--- config.mk ---
export PLATFORM = sky130hd
export DESIGN_NAME = triangle_raster_gen
export DESIGN_NICKNAME = d
export VERILOG_FILES = /design/src/rtl/triangle_raster_gen.sv
export SDC_FILE = /design/constraint.sdc
export NUM_CORES = 1
export LEC_CHECK = 0
export BUFFER_PORTS_ARGS = -buffer_cell sky130_fd_sc_hd__buf_2
export CAP_MARGIN = 20
export CELL_PAD_IN_SITES_DETAIL_PLACEMENT = 0
export CELL_PAD_IN_SITES_GLOBAL_PLACEMENT = 1
export CORE_MARGIN = 2
export CORE_UTILIZATION = 31
export DETAILED_ROUTE_END_ITERATION = 8
export GPL_ROUTABILITY_DRIVEN = 0
export PLACE_DENSITY = 0.53
export SLEW_MARGIN = 20
export SYNTH_ARGS = -nofsm -noshare
export SYNTH_HDL_FRONTEND = slang
export SYNTH_SLANG_ARGS = --single-unit
--- constraint.sdc ---
create_clock -name clk -period 9.2 [get_ports clk]
set_input_delay 0.46 -clock clk [delete_from_list [all_inputs] [get_ports clk]]
set_output_delay 0.46 -clock clk [all_outputs]
set_load 0.01 [all_outputs]
--- src/rtl/triangle_raster_gen.sv ---
// Triangle rasteriser: collects three vertices, scans the bounding box row-major,
// and streams every lattice point inside or on the triangle over a valid/ready port.
module triangle_raster_gen #(
  parameter int unsigned W = 3
) (
  input  logic         clk,
  input  logic         reset,
  input  logic         vin_valid,
  output logic         vin_ready,
  input  logic [W-1:0] xi,
  input  logic [W-1:0] yi,
  input  logic         edge_only,
  output logic         busy,
  output logic         po,
  input  logic         po_ready,
  output logic [W-1:0] xo,
  output logic [W-1:0] yo,
  output logic         done
);

  localparam int unsigned EW = 2 * W + 3;

  typedef enum logic [2:0] {
    S_IDLE  = 3'd0,
    S_SETUP = 3'd1,
    S_SCAN  = 3'd2,
    S_DRAIN = 3'd3,
    S_DONE  = 3'd4
  } state_e;

  state_e       state_q, state_d;
  logic [1:0]   cnt_q, cnt_d;
  logic [W-1:0] x0_q, y0_q, x1_q, y1_q, x2_q, y2_q;
  logic [W-1:0] x0_d, y0_d, x1_d, y1_d, x2_d, y2_d;
  logic         eo_q, eo_d;
  logic [W-1:0] xmin_q, xmax_q, ymin_q, ymax_q;
  logic [W-1:0] xmin_d, xmax_d, ymin_d, ymax_d;
  logic [W-1:0] cx_q, cy_q, cx_d, cy_d;
  logic         po_q, po_d;
  logic [W-1:0] xo_q, yo_q, xo_d, yo_d;
  logic         busy_q, busy_d;
  logic         done_q, done_d;

  function automatic logic signed [EW-1:0] sx(input logic [W-1:0] v);
    return $signed({{(EW-W){1'b0}}, v});
  endfunction

  function automatic logic signed [EW-1:0] edge_fn(
    input logic [W-1:0] xa, input logic [W-1:0] ya,
    input logic [W-1:0] xb, input logic [W-1:0] yb,
    input logic [W-1:0] px, input logic [W-1:0] py);
    return (sx(xb) - sx(xa)) * (sx(py) - sx(ya)) - (sx(yb) - sx(ya)) * (sx(px) - sx(xa));
  endfunction

  function automatic logic [W-1:0] min3(input logic [W-1:0] a, input logic [W-1:0] b,
                                        input logic [W-1:0] c);
    logic [W-1:0] m;
    m = (a < b) ? a : b;
    return (m < c) ? m : c;
  endfunction

  function automatic logic [W-1:0] max3(input logic [W-1:0] a, input logic [W-1:0] b,
                                        input logic [W-1:0] c);
    logic [W-1:0] m;
    m = (a > b) ? a : b;
    return (m > c) ? m : c;
  endfunction

  logic                 accept_c, stall_c, last_c, inside_c, on_edge_c, pass_c;
  logic signed [EW-1:0] e01_c, e12_c, e20_c;

  assign vin_ready = (state_q == S_IDLE);
  assign accept_c  = vin_valid && (state_q == S_IDLE);
  assign stall_c   = po_q && !po_ready;
  assign last_c    = (cx_q == xmax_q) && (cy_q == ymax_q);

  // Sign-agnostic inside test so either winding (and collinear input) works.
  assign e01_c     = edge_fn(x0_q, y0_q, x1_q, y1_q, cx_q, cy_q);
  assign e12_c     = edge_fn(x1_q, y1_q, x2_q, y2_q, cx_q, cy_q);
  assign e20_c     = edge_fn(x2_q, y2_q, x0_q, y0_q, cx_q, cy_q);
  assign inside_c  = ((e01_c >= 0) && (e12_c >= 0) && (e20_c >= 0)) ||
                     ((e01_c <= 0) && (e12_c <= 0) && (e20_c <= 0));
  assign on_edge_c = (e01_c == 0) || (e12_c == 0) || (e20_c == 0);
  assign pass_c    = inside_c && (!eo_q || on_edge_c);

  always_ff @(posedge clk or posedge reset) begin
    if (reset) state_q <= S_IDLE;
    else       state_q <= state_d;
  end

  always_comb begin
    state_d = state_q;
    case (state_q)
      S_IDLE:  if (accept_c && (cnt_q == 2'd2)) state_d = S_SETUP;
      S_SETUP: state_d = S_SCAN;
      S_SCAN:  if (!stall_c && last_c) state_d = S_DRAIN;
      S_DRAIN: if (!po_q || po_ready) state_d = S_DONE;
      S_DONE:  state_d = S_IDLE;
      default: state_d = S_IDLE;
    endcase
  end

  always_comb begin
    cnt_d  = cnt_q;
    x0_d   = x0_q;   y0_d = y0_q;
    x1_d   = x1_q;   y1_d = y1_q;
    x2_d   = x2_q;   y2_d = y2_q;
    eo_d   = eo_q;
    xmin_d = xmin_q; xmax_d = xmax_q;
    ymin_d = ymin_q; ymax_d = ymax_q;
    cx_d   = cx_q;   cy_d = cy_q;
    po_d   = po_q;
    xo_d   = xo_q;   yo_d = yo_q;
    busy_d = busy_q;
    done_d = 1'b0;
    case (state_q)
      S_IDLE: begin
        if (accept_c) begin
          if (cnt_q == 2'd0) begin
            x0_d  = xi; y0_d = yi;
            cnt_d = 2'd1;
          end else if (cnt_q == 2'd1) begin
            x1_d  = xi; y1_d = yi;
            cnt_d = 2'd2;
          end else begin
            x2_d   = xi; y2_d = yi;
            eo_d   = edge_only;
            busy_d = 1'b1;
            cnt_d  = 2'd0;
          end
        end
      end
      S_SETUP: begin
        xmin_d = min3(x0_q, x1_q, x2_q);
        xmax_d = max3(x0_q, x1_q, x2_q);
        ymin_d = min3(y0_q, y1_q, y2_q);
        ymax_d = max3(y0_q, y1_q, y2_q);
        cx_d   = min3(x0_q, x1_q, x2_q);
        cy_d   = min3(y0_q, y1_q, y2_q);
      end
      S_SCAN: begin
        if (!stall_c) begin
          po_d = pass_c;
          if (pass_c) begin
            xo_d = cx_q;
            yo_d = cy_q;
          end
          // Compare before incrementing so a full-range box never wraps.
          if (cx_q != xmax_q) begin
            cx_d = cx_q + W'(1);
          end else if (cy_q != ymax_q) begin
            cx_d = xmin_q;
            cy_d = cy_q + W'(1);
          end
        end
      end
      S_DRAIN: begin
        if (!po_q || po_ready) begin
          po_d   = 1'b0;
          done_d = 1'b1;
        end
      end
      S_DONE: begin
        po_d   = 1'b0;
        busy_d = 1'b0;
      end
      default: ;
    endcase
  end

  always_ff @(posedge clk or posedge reset) begin
    if (reset) begin
      cnt_q  <= 2'd0;
      x0_q   <= '0; y0_q <= '0;
      x1_q   <= '0; y1_q <= '0;
      x2_q   <= '0; y2_q <= '0;
      eo_q   <= 1'b0;
      xmin_q <= '0; xmax_q <= '0;
      ymin_q <= '0; ymax_q <= '0;
      cx_q   <= '0; cy_q <= '0;
      po_q   <= 1'b0;
      xo_q   <= '0; yo_q <= '0;
      busy_q <= 1'b0;
      done_q <= 1'b0;
    end else begin
      cnt_q  <= cnt_d;
      x0_q   <= x0_d; y0_q <= y0_d;
      x1_q   <= x1_d; y1_q <= y1_d;
      x2_q   <= x2_d; y2_q <= y2_d;
      eo_q   <= eo_d;
      xmin_q <= xmin_d; xmax_q <= xmax_d;
      ymin_q <= ymin_d; ymax_q <= ymax_d;
      cx_q   <= cx_d; cy_q <= cy_d;
      po_q   <= po_d;
      xo_q   <= xo_d; yo_q <= yo_d;
      busy_q <= busy_d;
      done_q <= done_d;
    end
  end

  assign po   = po_q;
  assign xo   = xo_q;
  assign yo   = yo_q;
  assign busy = busy_q;
  assign done = done_q;

endmodule

==> impl_metrics.tcl, run 1 <==
set metrics [dict create \
    worstSetupEndpointType "register" \
    critical_path.n_buffers_inverters 3 \
    drtPass1Iterations 5 \
    max_slew_margin 0.538 \
    setup_viol_count_final 0 \
    async_flop_share 1.00 \
    worstMarginPinSlew_ns 0.693 \
    critPathKind "reg2reg" \
    crit_path_frequent_cell "fa_1" \
    clock-sinks 48 \
    yosysSeqAreaShare 0.148 \
    skew_ns 0.00433 \
    drt-wirelength-per-cell_um 15.9 \
    synth-seq-cells 48 \
    r2r_end "xo[0]" \
    die-area_um2 27500 \
    outcome "finished, final reports clean" \
    ys_types 57 \
    synth_nets 1091 \
    final_common_cell "inv_1" \
    clk_pin_slew_worst_paths_ns 0.06 \
    synth-edff-count 0 \
    vias 5647 \
    start_util 0.314 \
    rrSetupSlack_ns 2.32 \
    crit_slowest_cell "fa_1" \
    cts_resized 0 \
    ctsRootBufferMaster "clkbuf_16" \
    grt_pass1_wl_mm 32.0 \
    rsz0062_at_grt "false" \
    drc 0 \
    n_fill_cell 2697 \
    grtUsageTotal 0.144 \
    synth-main-ff-cell "dfrtp_1" \
    grt_overflow_total 0 \
    die_height_um 166 \
    path_depth 22 \
    crit_end "xo[0]" \
    required_ns 9.37 \
    grt_pass1_vias 6027 \
    antenna_found_initial 0 \
    die_w_um 166 \
    cts_made_buffers 5 \
    slew_viol_final 0 \
    synth_cells 855 \
    yosys_warnings 0 \
    postCtsHoldBufs 0 \
    routed_wl_mm 19.3 \
    cp-start-kind "register" \
    grt_max_degree 49 \
    setup_tns_ns 0 \
    maxCapViolCount 0 \
    dp_hpwl_mm 16.6 \
    crit_family "adder cells" \
    critPathMaxFanout 7 \
    ctsHtreeMaxLevel 2 \
    post_cts.repair.setup_buffers 0 \
    place_ws_ns 2.24 \
    diodes 0 \
    final_antenna_net_count 0 \
    pin_count 21 \
    core_um2 25900 \
    vias_per_cell 4.65 \
    layout_common_cells "inv_1, ha_1, fa_1" \
    cpPeakStageDelay_ns 0.58 \
    crit_path_start "x0_q[1]" \
    nNetsFinal 1115 \
    area_delta_synth_final_pct 7.99 \
    fp-row-count 59 \
    syn-cell-area_um2 8130 \
    crit_arrival_ns 7.05 \
    fin_crit_sh 0.748 \
    clk_path_buf_depth 2 \
    crit_chain "inv_1 -> ha_1 -> a21oi_1 -> nor2_1 -> or2_2 -> nor2_1 -> fa_1 -> fa_1 -> inv_1 -> fa_1 -> fa_1 -> inv_1 -> ha_1 -> ha_1 -> nor2b_1 -> a2111oi_2 -> nand4_1 -> a221oi_2 -> o21ai_0 -> a21oi_2 -> o211ai_4 -> mux2_4" \
    timing.final.ws_setup_ns 2.32 \
    cts_tree "yes" \
    hold_class "in2async" \
    max_freq_ghz 0.145 \
    syn_area_per_cell_um2 9.51 \
    hold_violations 0 \
    drt_iter0_drc 283 \
    clk_latency_ns 0.29 \
    port_buffers 20 \
    drive_gt1_frac 0.0922 \
    timing.rr.start "x0_q[1]" \
    ff2ff_path_depth 22 \
    finalCriticalPeriod_ns 6.88 \
]
worst register-to-register path, delay by kind of cell, from the launching register on:
| kind | cells | cell delay (ns) |
|---|---|---|
| and+or+nand+nor | 5 | 0.93 |
| AOI/OAI and AO/OA | 6 | 1.49 |
| muxes | 1 | 0.34 |
| buffers and inverters | 3 | 0.40 |
| DFF | 1 | 0.44 |
| adders and majority gates | 7 | 3.16 |
per-layer routing:
metal	track usage	vias up	wire [µm]
met5	0	-	0
met4	0.0144	0	83
met3	0.00596	6	270
met2	0.246	61	9290
met1	0.211	2742	9630
li1	-	2838	-
sequential cells by signal, summed over array words and instances, names as in the netlist:
register and count:
cx_q 3, cy_q 3, state_q 3, x0_q 3, x1_q 3, x2_q 3, xmax_q 3, xmin_q 3
xo 3, y0_q 3, y1_q 3, y2_q 3, ymax_q 3, yo 3, cnt_q 2, busy 1
done 1, eo_q 1, po 1
worst min path at each step:
stage / end / slack, ns / cells after the start / start
finish: y2_q[2] / 0.35 / 3 / reset
global route: y2_q[0] / 0.41 / 3 / reset
CTS: y2_q[2] / 0.38 / 3 / reset
detailed placement: xmin_q[1] / 0.48 / 2 / xmin_q[1]
global placement: xmin_q[0] / 0.47 / 2 / xmin_q[0]
floorplan: xmin_q[1] / 0.45 / 2 / xmin_q[1]
final cells by class:
cell class	count	area [µm²]	area share
multi-input cells	652	6350	0.723
flip-flops and latches	48	1200	0.137
inverters	150	563	0.0641
well taps	335	419	0.0477
clock buffers	6	129	0.0147
repair buffers	22	115	0.0131
clock inverters	1	5.00	0.000570
Yosys cell counts (17+ instances only):
cell	number	area, µm²
fa_1	101	2020
ha_1	124	1550
a21o_1	25	188
nand2b_1	17	106
o21ai_0	26	130
inv_1	150	563
nor2_1	71	267
nand2_1	53	199
dfrtp_1	48	1200
nor2b_1	22	138
xnor2_1	29	254
a21oi_1	17	85.1
metrics by stage:
step	std cells	hold WS [ns]	instance area, µm²	utilization
6_report	1214	0.353	8780	0.339
5_1_grt	1214	0.407	8780	0.339
4_1_cts	1214	0.379	8780	0.339
3_5_place_dp	1207	0.476	8650	0.334
3_3_place_gp	1207	0.469	8650	0.334
2_1_floorplan	855	0.450	8130	-
cells by family (layout without fill, tap and decap cells):
group / count (synthesis) / in the layout / share of synthesized area
mux: 32 / 32 / 0.0455
compound gates: 118 / 118 / 0.107
xor+xnor: 47 / 47 / 0.0525
buf+inv: 155 / 179 / 0.0715
fa+ha+maj: 225 / 225 / 0.439
flops: 48 / 48 / 0.148
simple gates: 230 / 230 / 0.137
Power of run 1 is left out: the tool's default activity adds up to more than one toggle a clock period on the data nets, which glitch-free logic cannot reach.
==> inputs of run 2 (changes only) <==
- ABC_AREA: not set -> 1
- PLACE_DENSITY: 0.53 -> 0.58
- clock period: 9.2 -> 5.6 ns (I/O delays scaled with it)
==> run 2 against run 1 <==
Against the previous run:
- synthesized cell count rose by 32%
- clock-buffer cell count fell by 1
- setup slack got worse by 2.3 ns
- via count rose by 29%
- flip-flop and latch count did not move
- critical path type unchanged
- largest cell class unchanged
==> impl_metrics.tcl, run 2 <==
set metrics [dict create \
    drive_gt1_frac 0.281 \
    ys_types 37 \
    drt_iter0_drc 289 \
    dp_hpwl_mm 19.3 \
    pin_count 21 \
    synth_top_area_frac 0.238 \
    synth-main-ff-cell "dfrtp_1" \
    nNetsFinal 1553 \
    start_util 0.316 \
    clk_latency_ns 0.30 \
    clock-sinks 48 \
    timing.rr.start "x1_q[0]" \
    drt-wirelength-per-cell_um 13.6 \
    grt_pass1_wl_mm 37.5 \
    final_common_cell "nand2_1" \
    skew_ns 0.00874 \
    yosysMostFrequentCell "inv_1" \
    die-area_um2 28700 \
    diodes 0 \
    yosys-top-cells-area "fa_1, ha_1, dfrtp_1" \
    syn_area_per_cell_um2 7.50 \
    crit_path_start "x1_q[0]" \
    synth-seq-cells 48 \
    hold-worst-slack_ns 0.149 \
    drc 0 \
    synth_cells 1131 \
    area_delta_synth_final_pct 31.8 \
    setup_viol_count_final 0 \
    fp-row-count 60 \
    grt_max_degree 49 \
    yosys_warnings 0 \
    outcome "finished, final reports clean" \
    crit_arrival_ns 5.77 \
    routed_wl_mm 22.6 \
    cp-start-kind "register" \
    worstSetupEndpointType "register" \
    synthTopCellsByCount "inv_1, nand2_1, ha_1" \
    synth_nets 1367 \
    syn-cell-area_um2 8480 \
    required_ns 5.80 \
    cts_tree "yes" \
    fin_crit_sh 0.996 \
    clk_path_buf_depth 2 \
    grt_pass1_vias 7436 \
    grt_overflow_total 0 \
    slew_viol_final 0 \
    vias_per_cell 4.40 \
    vias 7307 \
    die_w_um 169 \
    async_flop_share 1.00 \
    cts_made_buffers 5 \
    finalCriticalPeriod_ns 5.58 \
    drtPass1Iterations 4 \
    layout_common_cells "nand2_1, inv_1, buf_4" \
    hold_violations 0 \
    yosys.area.top_type "fa_1" \
    maxCapViolCount 0 \
    ctsRootBufferMaster "clkbuf_16" \
    grtUsageTotal 0.163 \
    critPathKind "reg2reg" \
    max_slew_margin 0.314 \
    final_antenna_net_count 0 \
    n_fill_cell 2773 \
    max_freq_ghz 0.179 \
    ctsHtreeMaxLevel 2 \
    synth-edff-count 0 \
    critPathMaxFanout 7 \
    core_um2 26900 \
    antenna_found_initial 0 \
    postCtsHoldBufs 0 \
    port_buffers 20 \
    yosysSeqAreaShare 0.142 \
    hold_class "in2async" \
    clk_pin_slew_worst_paths_ns 0.08 \
    die_height_um 169 \
    worstMarginPinSlew_ns 1.02 \
    rsz0062_at_grt "true" \
]
-- run 2: cell families after synthesis --
kind of cell               share of synthesized area
AOI/OAI and AO/OA                             0.0687
buffers and inverters                          0.119
and+or+nand+nor                                0.229
xor gates and xnor gates                      0.0207
adders and majority gates                      0.421
DFF                                            0.142
-- run 2: final timing paths --
| kind | slack (ns) | to | depth (start not counted) |
|---|---|---|---|
| max in group asynchronous | 4.96 | x1_q[1] | 3 |
| min | 0.15 | y1_q[2] | 3 |
| max | 0.02 | xo[2] | 27 |
| max reg2reg | 0.02 | xo[2] | 27 |
| min in group clk | 0.23 | y1_q[2] | 3 |
| min reg2reg | 0.49 | xo[2] | 2 |
-- run 2: cell type report --
type / count / area [µm²] / share of cell area
Clock inverter: 3 / 68.8 / 0.00615
Clock buffer: 5 / 125 / 0.0112
Multi-Input combinational cell: 816 / 7020 / 0.628
Inverter: 262 / 983 / 0.0879
Timing Repair Buffer: 184 / 1350 / 0.121
Tap cell: 341 / 427 / 0.0382
Sequential cell: 48 / 1200 / 0.108
-- run 2: layer usage --
layer	global-route usage	routed length (µm)	vias to the layer above
met5	0	0	-
met4	0.0212	180	0
met3	0.00816	258	11
met2	0.283	11000	43
met1	0.232	11200	3406
li1	-	-	3847
-- run 2: repair_timing --
| item | in CTS | in global routing |
|---|---|---|
| setup endpoints to repair | 7 | 7 |
| endpoints found under the hold margin | 0 | 0 |
| pin swaps | 64 | 87 |
| buffers inserted | 8 | 6 |
| gates resized for setup | 89 | 92 |
-- run 2: through the flow --
step / instances / setup TNS, ns / utilization / cell area [µm²] / setup slack (ns)
3_3_place_gp: 1637 / -2.07 / 0.376 / 10100 / -0.307
3_5_place_dp: 1637 / -1.67 / 0.376 / 10100 / -0.250
6_report: 1659 / 0 / 0.416 / 11200 / 0.0218
5_1_grt: 1659 / -1.32 / 0.416 / 11200 / -0.208
4_1_cts: 1653 / 0 / 0.403 / 10800 / 0.00178
2_1_floorplan: 1131 / 0 / - / 8480 / 0.0561
-- run 2: worst max-delay path: stages, from the launching register on --
cell and delay (ns):
dfrtp_1 0.39, inv_2 0.08, ha_4 0.12, inv_2 0.04, fa_2 0.32, fa_1 0.48, nand2_1 0.09, inv_1 0.05
fa_1 0.47, inv_1 0.05, fa_1 0.54, ha_4 0.21, fa_1 0.49, fa_1 0.57, inv_2 0.05, ha_4 0.28
buf_6 0.10, xnor2_2 0.09, and2_1 0.14, nand2_2 0.06, nor2_4 0.14, nand3_4 0.14, nand2_2 0.11, nand3_2 0.08
nand2_4 0.10, nand3_4 0.12, nand2_1 0.09, nand2_1 0.04
Power of run 2 is left out for the same reason.
==> inputs of run 3 (changes only) <==
- ABC_AREA: 1 -> not set
- GPL_TIMING_DRIVEN: not set -> 0
- PLACE_DENSITY: 0.58 -> 0.55
- clock period: 5.6 -> 4.8 ns (I/O delays scaled with it)
==> run 3 against run 2 <==
Against the previous run:
- the flow now finishes with violations (negative setup slack)
- wire length fell by 15%
- critical path type unchanged
- hold slack improved by 0.041 ns
- flip-flop and latch count did not move
- via count fell by 21%
- sequential share of layout area rose by 1.8 points
- setup slack got worse by 1.5 ns
- first-iteration DRC count fell by 8.7%
- non-clock buffer count fell by 120
==> impl_metrics.tcl, run 3 (synthesis results as in run 1) <==
set metrics [dict create \
    setup_viol_count_final 7 \
    core_um2 25900 \
    critPathKind "reg2reg" \
    drive_gt1_frac 0.238 \
    cts_tree "yes" \
    required_ns 4.97 \
    drtPass1Iterations 6 \
    rsz0062_at_grt "true" \
    fp-row-count 59 \
    nNetsFinal 1157 \
    rrSetupSlack_ns -1.50 \
    layout_common_cells "inv_1, ha_1, fa_1" \
    fin_crit_sh 1.31 \
    drt-wirelength-per-cell_um 15.2 \
    ctsRootBufferMaster "clkbuf_16" \
    die_height_um 166 \
    final_antenna_net_count 0 \
    hold-worst-slack_ns 0.190 \
    hold_depth 3 \
    holdCritStartpoint "xi[2]" \
    diodes 0 \
    finalCriticalPeriod_ns 6.30 \
    hold_violations 0 \
    drc 0 \
    grt_pass1_vias 6090 \
    worstSetupEndpointType "register" \
    critPathMaxFanout 7 \
    n_fill_cell 2597 \
    vias 5798 \
    vias_per_cell 4.61 \
    clk_pin_slew_worst_paths_ns 0.07 \
    setup_tns_ns -10.31 \
    outcome "finished with violations" \
    port_buffers 20 \
    die-area_um2 27500 \
    worstMarginPinSlew_ns 0.558 \
    antenna_found_initial 0 \
    start_util 0.314 \
    cp-start-kind "register" \
    holdPathEnd "x0_q[2]" \
    maxCapViolCount 0 \
    grtUsageTotal 0.144 \
    hold_class "in2reg" \
    timing.rr.start "x1_q[0]" \
    clk_path_buf_depth 2 \
    routed_wl_mm 19.1 \
    ctsHtreeMaxLevel 2 \
    pin_count 21 \
    area_delta_synth_final_pct 19.5 \
    drt_iter0_drc 264 \
    grt_max_degree 32 \
    grt_overflow_total 0 \
    skew_ns 0.00535 \
    cts_made_buffers 5 \
    timing.final.ws_setup_ns -1.50 \
    dp_hpwl_mm 15.9 \
    die_w_um 166 \
    clk_latency_ns 0.28 \
    crit_arrival_ns 6.47 \
    slew_viol_final 0 \
    final_common_cell "inv_1" \
    ff2ff_path_depth 24 \
    violations "negative setup slack" \
    clock-sinks 48 \
    max_slew_margin 0.626 \
    max_freq_ghz 0.159 \
    r2r_end "xo[2]" \
    grt_pass1_wl_mm 32.3 \
]
-- run 3: cell types whose count changed in the layout (fill, tap and decap cells not counted), moves of 21 or more --
| cell | before | now |
|---|---|---|
| nand2_1 | 230 | 53 |
| buf_4 | 158 | 34 |
| inv_1 | 223 | 132 |
| nand3_1 | 45 | 10 |
| nor2_1 | 94 | 66 |
| inv_2 | 38 | 11 |
| nand2_2 | 27 | 0 |
| a21oi_1 | 35 | 14 |
-- run 3: worst max-delay path by stage --
stage / from / endpoint / slack, ns
floorplan: x1_q[0] / xo[2] / -1.05
global placement: cy_q[0] / xo[0] / -2.15
detailed placement: cy_q[0] / xo[1] / -2.08
CTS: x1_q[0] / xo[0] / -1.48
global route: cx_q[0] / xo[0] / -1.67
finish: x1_q[0] / xo[2] / -1.50
-- run 3: cell type report --
| class | instances | area, µm² | area share |
|---|---|---|---|
| buffer | 5 | 18.8 | 0.00193 |
| clock buffer | 5 | 125 | 0.0129 |
| clock inverter | 3 | 42.5 | 0.00438 |
| inverter | 150 | 582 | 0.0599 |
| multi-input combinational | 652 | 6870 | 0.707 |
| sequential | 48 | 1220 | 0.126 |
| tap | 335 | 419 | 0.0431 |
| timing repair buffer | 59 | 437 | 0.0450 |
-- run 3: critical path: stages, from the launching register on --
cell and delay (ns):
dfrtp_2 0.42, inv_2 0.08, ha_4 0.12, inv_2 0.04, fa_2 0.36, fa_2 0.49, and2_4 0.16, fa_1 0.49
inv_2 0.04, fa_1 0.47, fa_1 0.49, inv_1 0.05, fa_1 0.51, ha_4 0.21, ha_4 0.26, a311o_1 0.30
o211ai_1 0.17, nand4_1 0.20, a221oi_4 0.28, buf_12 0.16, nor2_4 0.03, a32oi_2 0.24, o211ai_4 0.11, buf_12 0.18
mux2_4 0.30
-- run 3: through the flow --
stage / instance area [µm²] / std cells / utilization / setup slack (ns)
6_report: 9710 / 1257 / 0.375 / -1.50
5_1_grt: 9710 / 1257 / 0.375 / -1.67
4_1_cts: 9590 / 1253 / 0.370 / -1.48
3_5_place_dp: 8850 / 1211 / 0.342 / -2.08
3_3_place_gp: 8830 / 1210 / 0.341 / -2.15
2_1_floorplan: 8310 / 855 / - / -1.05
-- run 3: timing repair --
action	4_1_cts	5_1_grt
pin swaps	43	13
hold buffers	1	0
hold endpoints to repair	17	0
setup endpoints to repair	7	7
buffers inserted	33	4
gates resized for setup	70	21
-- run 3: per-layer routing --
layer,GRT usage,part of all wire,up-vias
met5,0,0,-
met4,0.0121,0.0019,0
met3,0.00929,0.022,5
met2,0.246,0.48,51
met1,0.208,0.50,2823
li1,-,-,2919
Power of run 3 is left out for the same reason.
